<file path="src/rtl/disparity_stream_framer.sv">
// disparity_stream_framer: tags SGM disparity samples with sof/eol/eof and buffers them for a valid/ready sink.
// Latency 2 cycles (disp_valid -> m_valid) on an empty FIFO; optional DISP_EDGE_MASK_EN zeroes left-edge columns.
// No upstream backpressure: a sample hitting a full FIFO is dropped and the rest of that frame is skipped.
module disparity_stream_framer #(
  parameter int FRAME_WIDTH  = 272,
  parameter int FRAME_HEIGHT = 240,
  parameter int MAX_DISP     = 16,
  parameter int FIFO_DEPTH   = 512
) (
  input  logic                          clk,
  input  logic                          rst,
  input  logic [5:0]                    disp_in,
  input  logic                          disp_valid,
  input  logic                          clr_overflow,
  output logic [5:0]                    m_data,
  output logic                          m_sof,
  output logic                          m_eol,
  output logic                          m_eof,
  output logic                          m_valid,
  input  logic                          m_ready,
  output logic [$clog2(FIFO_DEPTH):0]   fifo_level,
  output logic                          overflow,
  output logic                          frame_done
);
  localparam int AW = $clog2(FIFO_DEPTH);
  localparam int LW = AW + 1;
  localparam int XW = (FRAME_WIDTH > 1) ? $clog2(FRAME_WIDTH) : 1;
  localparam int YW = (FRAME_HEIGHT > 1) ? $clog2(FRAME_HEIGHT) : 1;
`ifdef DISP_EDGE_MASK_EN
  localparam bit EDGE_MASK = 1'b1;
`else
  localparam bit EDGE_MASK = 1'b0;
`endif

  typedef enum logic {STREAM, RESYNC} state_t;
  state_t state, state_next;

  logic [XW-1:0] in_x;
  logic [YW-1:0] in_y;
  logic [8:0]    mem [FIFO_DEPTH];
  logic [AW-1:0] wr_ptr, rd_ptr;
  logic          last_x, last_y, fifo_full, fifo_empty;
  logic          out_load, fifo_pop, fifo_push, drop;
  logic          wr_sof, wr_eol, wr_eof;
  logic [5:0]    wr_disp;

  assign last_x     = (in_x == XW'(FRAME_WIDTH - 1));
  assign last_y     = (in_y == YW'(FRAME_HEIGHT - 1));
  assign fifo_full  = (fifo_level == LW'(FIFO_DEPTH));
  assign fifo_empty = (fifo_level == '0);
  assign out_load   = !m_valid || m_ready;
  assign fifo_pop   = out_load && !fifo_empty;
  assign wr_sof     = (in_x == '0) && (in_y == '0);
  assign wr_eol     = last_x;
  assign wr_eof     = last_x && last_y;
  // Columns left of MAX_DISP-1 have no full right-image search window.
  assign wr_disp    = (EDGE_MASK && (32'(in_x) < MAX_DISP - 1)) ? 6'd0 : disp_in;

  always_ff @(posedge clk) begin
    if (rst) begin
      state <= STREAM;
      in_x  <= '0;
      in_y  <= '0;
    end else begin
      state <= state_next;
      if (disp_valid) begin
        if (last_x) begin
          in_x <= '0;
          in_y <= last_y ? '0 : in_y + 1'b1;
        end else begin
          in_x <= in_x + 1'b1;
        end
      end
    end
  end

  // A pop in the same cycle frees a slot, so a full FIFO only drops without one.
  always_comb begin
    state_next = state;
    fifo_push  = 1'b0;
    drop       = 1'b0;
    if (disp_valid) begin
      case (state)
        STREAM: begin
          if (fifo_full && !fifo_pop) begin
            drop       = 1'b1;
            state_next = RESYNC;
          end else begin
            fifo_push = 1'b1;
          end
        end
        RESYNC: begin
          if (last_x && last_y) state_next = STREAM;
        end
        default: state_next = STREAM;
      endcase
    end
  end

  always_ff @(posedge clk) begin
    if (fifo_push) mem[wr_ptr] <= {wr_eof, wr_sof, wr_eol, wr_disp};
  end

  always_ff @(posedge clk) begin
    if (rst) begin
      wr_ptr     <= '0;
      rd_ptr     <= '0;
      fifo_level <= '0;
      m_valid    <= 1'b0;
      m_data     <= '0;
      m_sof      <= 1'b0;
      m_eol      <= 1'b0;
      m_eof      <= 1'b0;
      frame_done <= 1'b0;
      overflow   <= 1'b0;
    end else begin
      if (fifo_push) wr_ptr <= wr_ptr + 1'b1;
      if (fifo_pop)  rd_ptr <= rd_ptr + 1'b1;
      fifo_level <= fifo_level + LW'(fifo_push) - LW'(fifo_pop);
      if (out_load) begin
        m_valid <= !fifo_empty;
        if (!fifo_empty) {m_eof, m_sof, m_eol, m_data} <= mem[rd_ptr];
      end
      frame_done <= m_valid && m_ready && m_eof;
      if (drop) overflow <= 1'b1;
      else if (clr_overflow) overflow <= 1'b0;
    end
  end

endmodule

</file>
<file path="config.mk">
export PLATFORM = sky130hd
export DESIGN_NAME = disparity_stream_framer
export DESIGN_NICKNAME = d
export VERILOG_FILES = /design/src/rtl/disparity_stream_framer.sv
export SDC_FILE = /design/constraint.sdc
export NUM_CORES = 2
export LEC_CHECK = 0
export CORE_MARGIN = 2
export CORE_UTILIZATION = 25
export CTS_CLUSTER_DIAMETER = 80
export DETAILED_ROUTE_END_ITERATION = 7
export GPL_TIMING_DRIVEN = 1
export PLACE_DENSITY = 0.36
export SKIP_LAST_GASP = 1
export SLEW_MARGIN = 10
export SYNTH_ARGS = -nofsm -noshare
export SYNTH_HDL_FRONTEND = slang
export SYNTH_MEMORY_MAX_BITS = 65536
export SYNTH_SLANG_ARGS = --single-unit
</file>
<file path="constraint.sdc">
create_clock -name clk -period 36.4 [get_ports clk]
set_input_delay 7.28 -clock clk [delete_from_list [all_inputs] [get_ports clk]]
set_output_delay 7.28 -clock clk [all_outputs]
set_load 0.01 [all_outputs]
</file>
Yosys cells after proc, flatten, opt, wreduce, memory -nomap -nowiden
Memory sizes are Yosys's and may differ from the RTL's. A register that Yosys moved wholly into a read port is not among the register bits.
Cells that the tools add are included.
{"block": "word_totals", "register_bits": 49, "out_inout_bits": 22, "n_memories": 1, "ram_bits": 4608, "elab_cells": 51, "inputBits": 11}
{"memory": "mem", "words": 512, "width": 9, "read_ports": 1, "rd_ports_with_merged_regs": 1, "write_ports": 1, "line": "40", "rtl": "logic [8:0] mem [FIFO_DEPTH];"}
{"block": "op_classes", "reduce_logical": 16, "n_addsub": 6, "n_eq_ne": 3, "bitwise": 2, "mux": 14}
{"op": "$add A9 B1 Y9 const B", "n": 3}
{"op": "$mux W1", "n": 11}
{"op": "$add A10 B1 Y10", "n": 1}
{"op": "$eq A10 B10 Y1 const B", "n": 1}
{"op": "$logic_not A10 Y1", "n": 1}
{"op": "$sub A10 B1 Y10", "n": 1}
{"op": "$eq A9 B9 Y1 const B", "n": 1}
{"op": "$logic_not A9 Y1", "n": 1}
{"op": "$mux W9", "n": 1}
{"op": "$add A8 B1 Y8 const B", "n": 1}
{"op": "$eq A8 B8 Y1 const B", "n": 1}
{"op": "$logic_not A8 Y1", "n": 1}
{"op": "$mux W8", "n": 1}
{"op": "$logic_and A1 B1 Y1", "n": 6}
{"op": "$reduce_and A2 Y1", "n": 2}
{"op": "$logic_not A1 Y1", "n": 3}
{"op": "$not A1 Y1", "n": 2}
{"op": "$pmux W1 S2", "n": 1}
{"op": "$reduce_bool A2 Y1", "n": 1}
{"op": "$logic_or A1 B1 Y1", "n": 1}

Logic depth before layout (Yosys ltp)
{"block": "logic_depth", "depth_word": 10, "mapped_depth": 20, "depth_no_buf": 19}

Worst setup path after synthesis
Ideal clock, no wire load.
{"block": "synth_path", "kind": "register -> register", "from": "reg in_x[4]", "to": "mem mem[0][7], data pin", "required_time_ps": 30992, "period_less_slack_ps": 33134, "t_arrival_ps": 27726, "setup_slack_ps": 3266, "setup_time_ps": 5408, "stages_incl_launch_ff": 3, "path_buffers": 0, "cell_sequence": "dfxtp_1 > or4_1 > nor4_1"}
{"block": "synth_via", "elab_chain_cells": 2}
{"element": "from (decl)", "line": "38", "rtl": "logic [XW-1:0] in_x;"}
{"element": "from (signal assigned)", "line": "71", "rtl": "in_x <= in_x + 1'b1;"}
{"element": "$logic_not A9 Y1", "line": "53", "rtl": "assign wr_sof = (in_x == '0) && (in_y == '0);"}
{"element": "$logic_and A1 B1 Y1", "line": "53"}
{"element": "named net wr_sof", "line": "44", "rtl": "logic wr_sof, wr_eol, wr_eof;"}
{"element": "to (decl)", "line": "40"}
The timed path passes the listed nets, and every way through them passes these cells.

Worst setup path in the final report
{"block": "layout_path", "from": "in m_ready", "to": "mem mem[2][5], enable pin"}
{"block": "layout_via", "elab_chain_cells": 9}
{"element": "from (decl)", "line": "20", "rtl": "input logic m_ready,"}
{"element": "$logic_or A1 B1 Y1", "line": "51", "rtl": "assign out_load = !m_valid || m_ready;"}
{"element": "$logic_and A1 B1 Y1", "line": "52", "rtl": "assign fifo_pop = out_load && !fifo_empty;"}
{"element": "$logic_not A1 Y1", "line": "85", "rtl": "if (fifo_full && !fifo_pop) begin"}
{"element": "$logic_and A1 B1 Y1", "line": "85"}
{"element": "$mux W1", "line": "85"}
{"element": "$mux W1", "line": "83", "rtl": "case (state)"}
{"element": "$mux W1", "line": "82", "rtl": "if (disp_valid) begin"}
{"element": "$mux W1", "line": "101", "rtl": "if (fifo_push) mem[wr_ptr] <= {wr_eof, wr_sof, wr_eol, wr_disp};"}
{"element": "$mux W1 (implied by the code)", "line": "101"}
No other way between the ends.

==> parameters.txt <==
Parameter                              Value

Logic synthesis
  Flop and latch count out of synthesis ... 4666
  Mapped Area ... 183000 um2
  Share of Yosys cell area claimed by the top area cell type ... 75.7%
  Sequential cell area fraction in the yosys report ... 76.4%
  Number of flops mapped to enable cells by yosys ... 4608
  Async set or reset register ratio after synthesis ... 0%
  Share of cell area taken by muxes after synthesis ... 15.3%
  Main synth FF type ... sky130_fd_sc_hd__edfxtp_1
  Fraction of the mapped netlist area in adder cells ... 0.175%
  Post-Synth Simple-Gate Area ... 2.56%
  Synthesized instance count ... 8819
  Yosys warning total ... 0
  Cell type contributing the most total cell area after synthesis ... sky130_fd_sc_hd__edfxtp_1
  Compound-gate portion of the synthesized area ... 3.27%
  Main combinational cell family by area after synthesis ... multiplexers
  Parity-gate share of the synthesized area counting xor and xnor cells ... 0.173%
  Synth cell types ... 89
  Leading cell types by total area after synthesis ... sky130_fd_sc_hd__edfxtp_1 (76%), sky130_fd_sc_hd__mux4_2 (12%), sky130_fd_sc_hd__mux2i_1 (2.9%), sky130_fd_sc_hd__nor2_1 (1.4%), sky130_fd_sc_hd__dfxtp_1 (0.64%)
  Average footprint of a synthesized cell ... 20.7 um2
  Net count after synthesis ... 8855

Global routing
  First-pass GRT wire length ... 930 mm
  Remaining global-route overflow ... 0
  GR Util All Layers ... 18.5%
  Vias in the first global route ... 95700
  Number of antenna violations at the first check in global routing ... 83
  Maximum number of pins on one net before global-route repair ... 121

CTS
  CTS max path bufs ... 4
  Clock tree from TritonCTS ... built
  Buffer type at the clock tree root ... sky130_fd_sc_hd__clkbuf_16
  Buffer count from post-CTS setup fixing ... 0
  CTS buffer count ... 544
  Resized cells post-CTS ... 0
  H-tree depth ... 6
  Clock insertion delay at the later pin of the skew report ... 1.10 ns
  Hold Buf Count CTS ... 0
  Clock sink total ... 4666
  Clock transition at the register clock pins on the worst setup and hold paths after CTS ... 0.05 ns

Cells and area
  Final nets ... 9199
  Most common cell after layout, fill and taps aside ... sky130_fd_sc_hd__edfxtp_1
  Fraction of final layout cells with drive strength greater than 1 ... 22.9%
  Area growth syn-to-layout ... 15.9%
  Non-Filler Instances ... 19300
  Most used cells in the layout excluding fill and tap cells ... sky130_fd_sc_hd__edfxtp_1 (4608), sky130_fd_sc_hd__mux4_2 (950), sky130_fd_sc_hd__nor2_1 (651), sky130_fd_sc_hd__clkbuf_16 (556), sky130_fd_sc_hd__mux2i_1 (530)
  Layout Utilization ... 29.0%

Worst setup path
  Crit path max fanout ... 19
  Arrival time of the worst setup path ... 12.37 ns
  Req. time, crit path ... 37.10 ns
  Setup slack on the worst flop-to-flop path ... 28.98 ns
  Startpoint-to-endpoint class of the critical path ... primary input to flop
  Beginning of the worst register-to-register path ... rd_ptr[1]
  Worst R2R Path Depth ... 13
  Critical path launch point type ... primary input
  Element type at the critical path end ... flop
  Terminus of the critical flop-to-flop path ... m_sof

STA
  Endpoints failing hold ... 0
  Final sum of negative setup slack ... 0 ns
  Actual slew at the worst max-slew pin ... 1.31 ns
  RSZ-0062 raised after global routing ... false
  Setup Viol. Count Final ... 0
  Rel. slew slack ... 11.6%
  Post-route minimum period ... 11.67 ns
  Fin Clk Skew ... 0.0673 ns
  Final worst path period share ... 32.1%
  Final-report max-slew violation count ... 0
  Max Freq ... 85.7 MHz

Power
  Power per cell area ... 65.5 nW/um2
  Max rail drop VDD ... 51.8 uV
  Leakage power ... 0.0662 uW

Hold path
  Instance count along the most critical hold path ... 2
  HP Class ... flop to flop
  Worst-case hold path end point ... state
  Hold wc startpoint ... state

Die
  Die Ht ... 859 um
  I/O pin count ... 33
  Number of core rows ... 314
  Starting density of the core ... 25.0%
  Core area ... 730000 um2
  Die area ... 738000 um2
  Die width ... 859 um

Run
  MaxCap Viol Count ... 0

Routing
  Average wire per cell in the routed design ... 36.5 um
  Total wirelength of the detailed-routed design ... 702 mm
  Residual antenna-violating net count after detailed routing ... 0
  First-pass iteration count of the detailed router ... 5
  Count of unresolved DRC violations after routing ... 0
  Violation count after the first detailed-route iteration ... 12200
  Vias post-DR ... 94700
  Post-detailed-route via-to-cell ratio ... 4.92

Place
  Final weighted congestion of routability-driven global placement ... 0.816
  I/O Buffers ... 32
  Total placed cells including tap cells ... 18300
  Detail Placement HPWL ... 444 mm

Run status
  Run status ... complete, no violations
-- how the worst max path moves through the flow --
stage,startpoint,end
2_1_floorplan,in_x[4],mem[0][7]
3_3_place_gp,m_ready,mem[2][1]
3_5_place_dp,m_ready,mem[2][1]
4_1_cts,m_ready,mem[2][3]
5_1_grt,m_ready,mem[2][5]
6_report,m_ready,mem[2][5]
-- cells by family after synthesis --
kind of cell    after synthesis
compound gates              855
xor+xnor                     36
fa+ha+maj                    25
buf+inv                     576
flops                      4666
mux                        1558
simple gates               1103
-- cell usage after synthesis, types with 27 or more instances --
master and instances:
sky130_fd_sc_hd__mux2i_1 532, sky130_fd_sc_hd__nand3_1 57, sky130_fd_sc_hd__buf_1 27, sky130_fd_sc_hd__a31oi_1 36
sky130_fd_sc_hd__nand2_1 201, sky130_fd_sc_hd__buf_12 33, sky130_fd_sc_hd__clkbuf_1 199, sky130_fd_sc_hd__a21oi_1 171
sky130_fd_sc_hd__edfxtp_1 4608, sky130_fd_sc_hd__a211oi_1 38, sky130_fd_sc_hd__nor2_1 662, sky130_fd_sc_hd__buf_2 120
sky130_fd_sc_hd__buf_4 51, sky130_fd_sc_hd__a22oi_1 128, sky130_fd_sc_hd__o221ai_1 87, sky130_fd_sc_hd__o21ai_0 98
sky130_fd_sc_hd__mux2_2 53, sky130_fd_sc_hd__mux4_2 950, sky130_fd_sc_hd__nor4_1 27, sky130_fd_sc_hd__nor3_1 38
sky130_fd_sc_hd__o22ai_1 89, sky130_fd_sc_hd__a221oi_1 45, sky130_fd_sc_hd__buf_8 30, sky130_fd_sc_hd__dfxtp_1 58
sky130_fd_sc_hd__buf_6 76
-- report_power, final --
| part | internal [uW] | total, uW | switching (uW) |
|---|---|---|---|
| registers | 5920 | 5950 | 32.1 |
| logic | 927 | 2530 | 1600 |
| clock network | 3090 | 5390 | 2290 |
-- cell type report --
class	count	area (um2)
repair buffers	344	2950
diodes	27	67.6
clock inverters	321	3030
clock buffers	654	14300
multi-input cells	3577	39700
well taps	9638	12100
fillers	70800	518000
flip-flops and latches	4666	140000
inverters	30	131
-- stage by stage --
step	area, um2	setup WS, ns	total power (uW)	hold slack [ns]
3_5_place_dp	194000	23.65	8630	0.463
6_report	212000	24.73	13900	0.472
5_1_grt	212000	24.62	14300	0.485
4_1_cts	212000	24.83	14000	0.472
2_1_floorplan	183000	3.27	7680	0.436
3_3_place_gp	194000	23.71	8650	0.458
-- critical path, cell delays in order --
cell                              delay (ns)
sky130_fd_sc_hd__clkdlybuf4s50_1        0.51
sky130_fd_sc_hd__nor2b_1                0.06
sky130_fd_sc_hd__o2111ai_1              0.21
sky130_fd_sc_hd__and3b_1                0.70
sky130_fd_sc_hd__inv_1                  0.34
sky130_fd_sc_hd__nor3_1                 0.98
sky130_fd_sc_hd__nand2_4                0.88
sky130_fd_sc_hd__buf_4                  0.63
sky130_fd_sc_hd__nor2_1                 0.69
-- layer usage --
layer	vias to the layer above	part of all wire (%)	global-route usage [%]	wire length (um)
li1	37400	-	-	-
met1	52300	44	25.9	307000
met2	4203	47	29.5	327000
met3	807	7.0	3.46	49000
met4	8	2.8	4.70	19900
met5	-	0.0067	0	47
-- registers in the layout (all words and copies together) (netlist names) --
name and cells:
fifo_level 10, frame_done 1, in_x 9, in_y 8
m_data 6, m_eof 1, m_eol 1, m_sof 1
m_valid 1, mem 4608, overflow 1, rd_ptr 9
state 1, wr_ptr 9
Power figures use the tool's default switching activity.
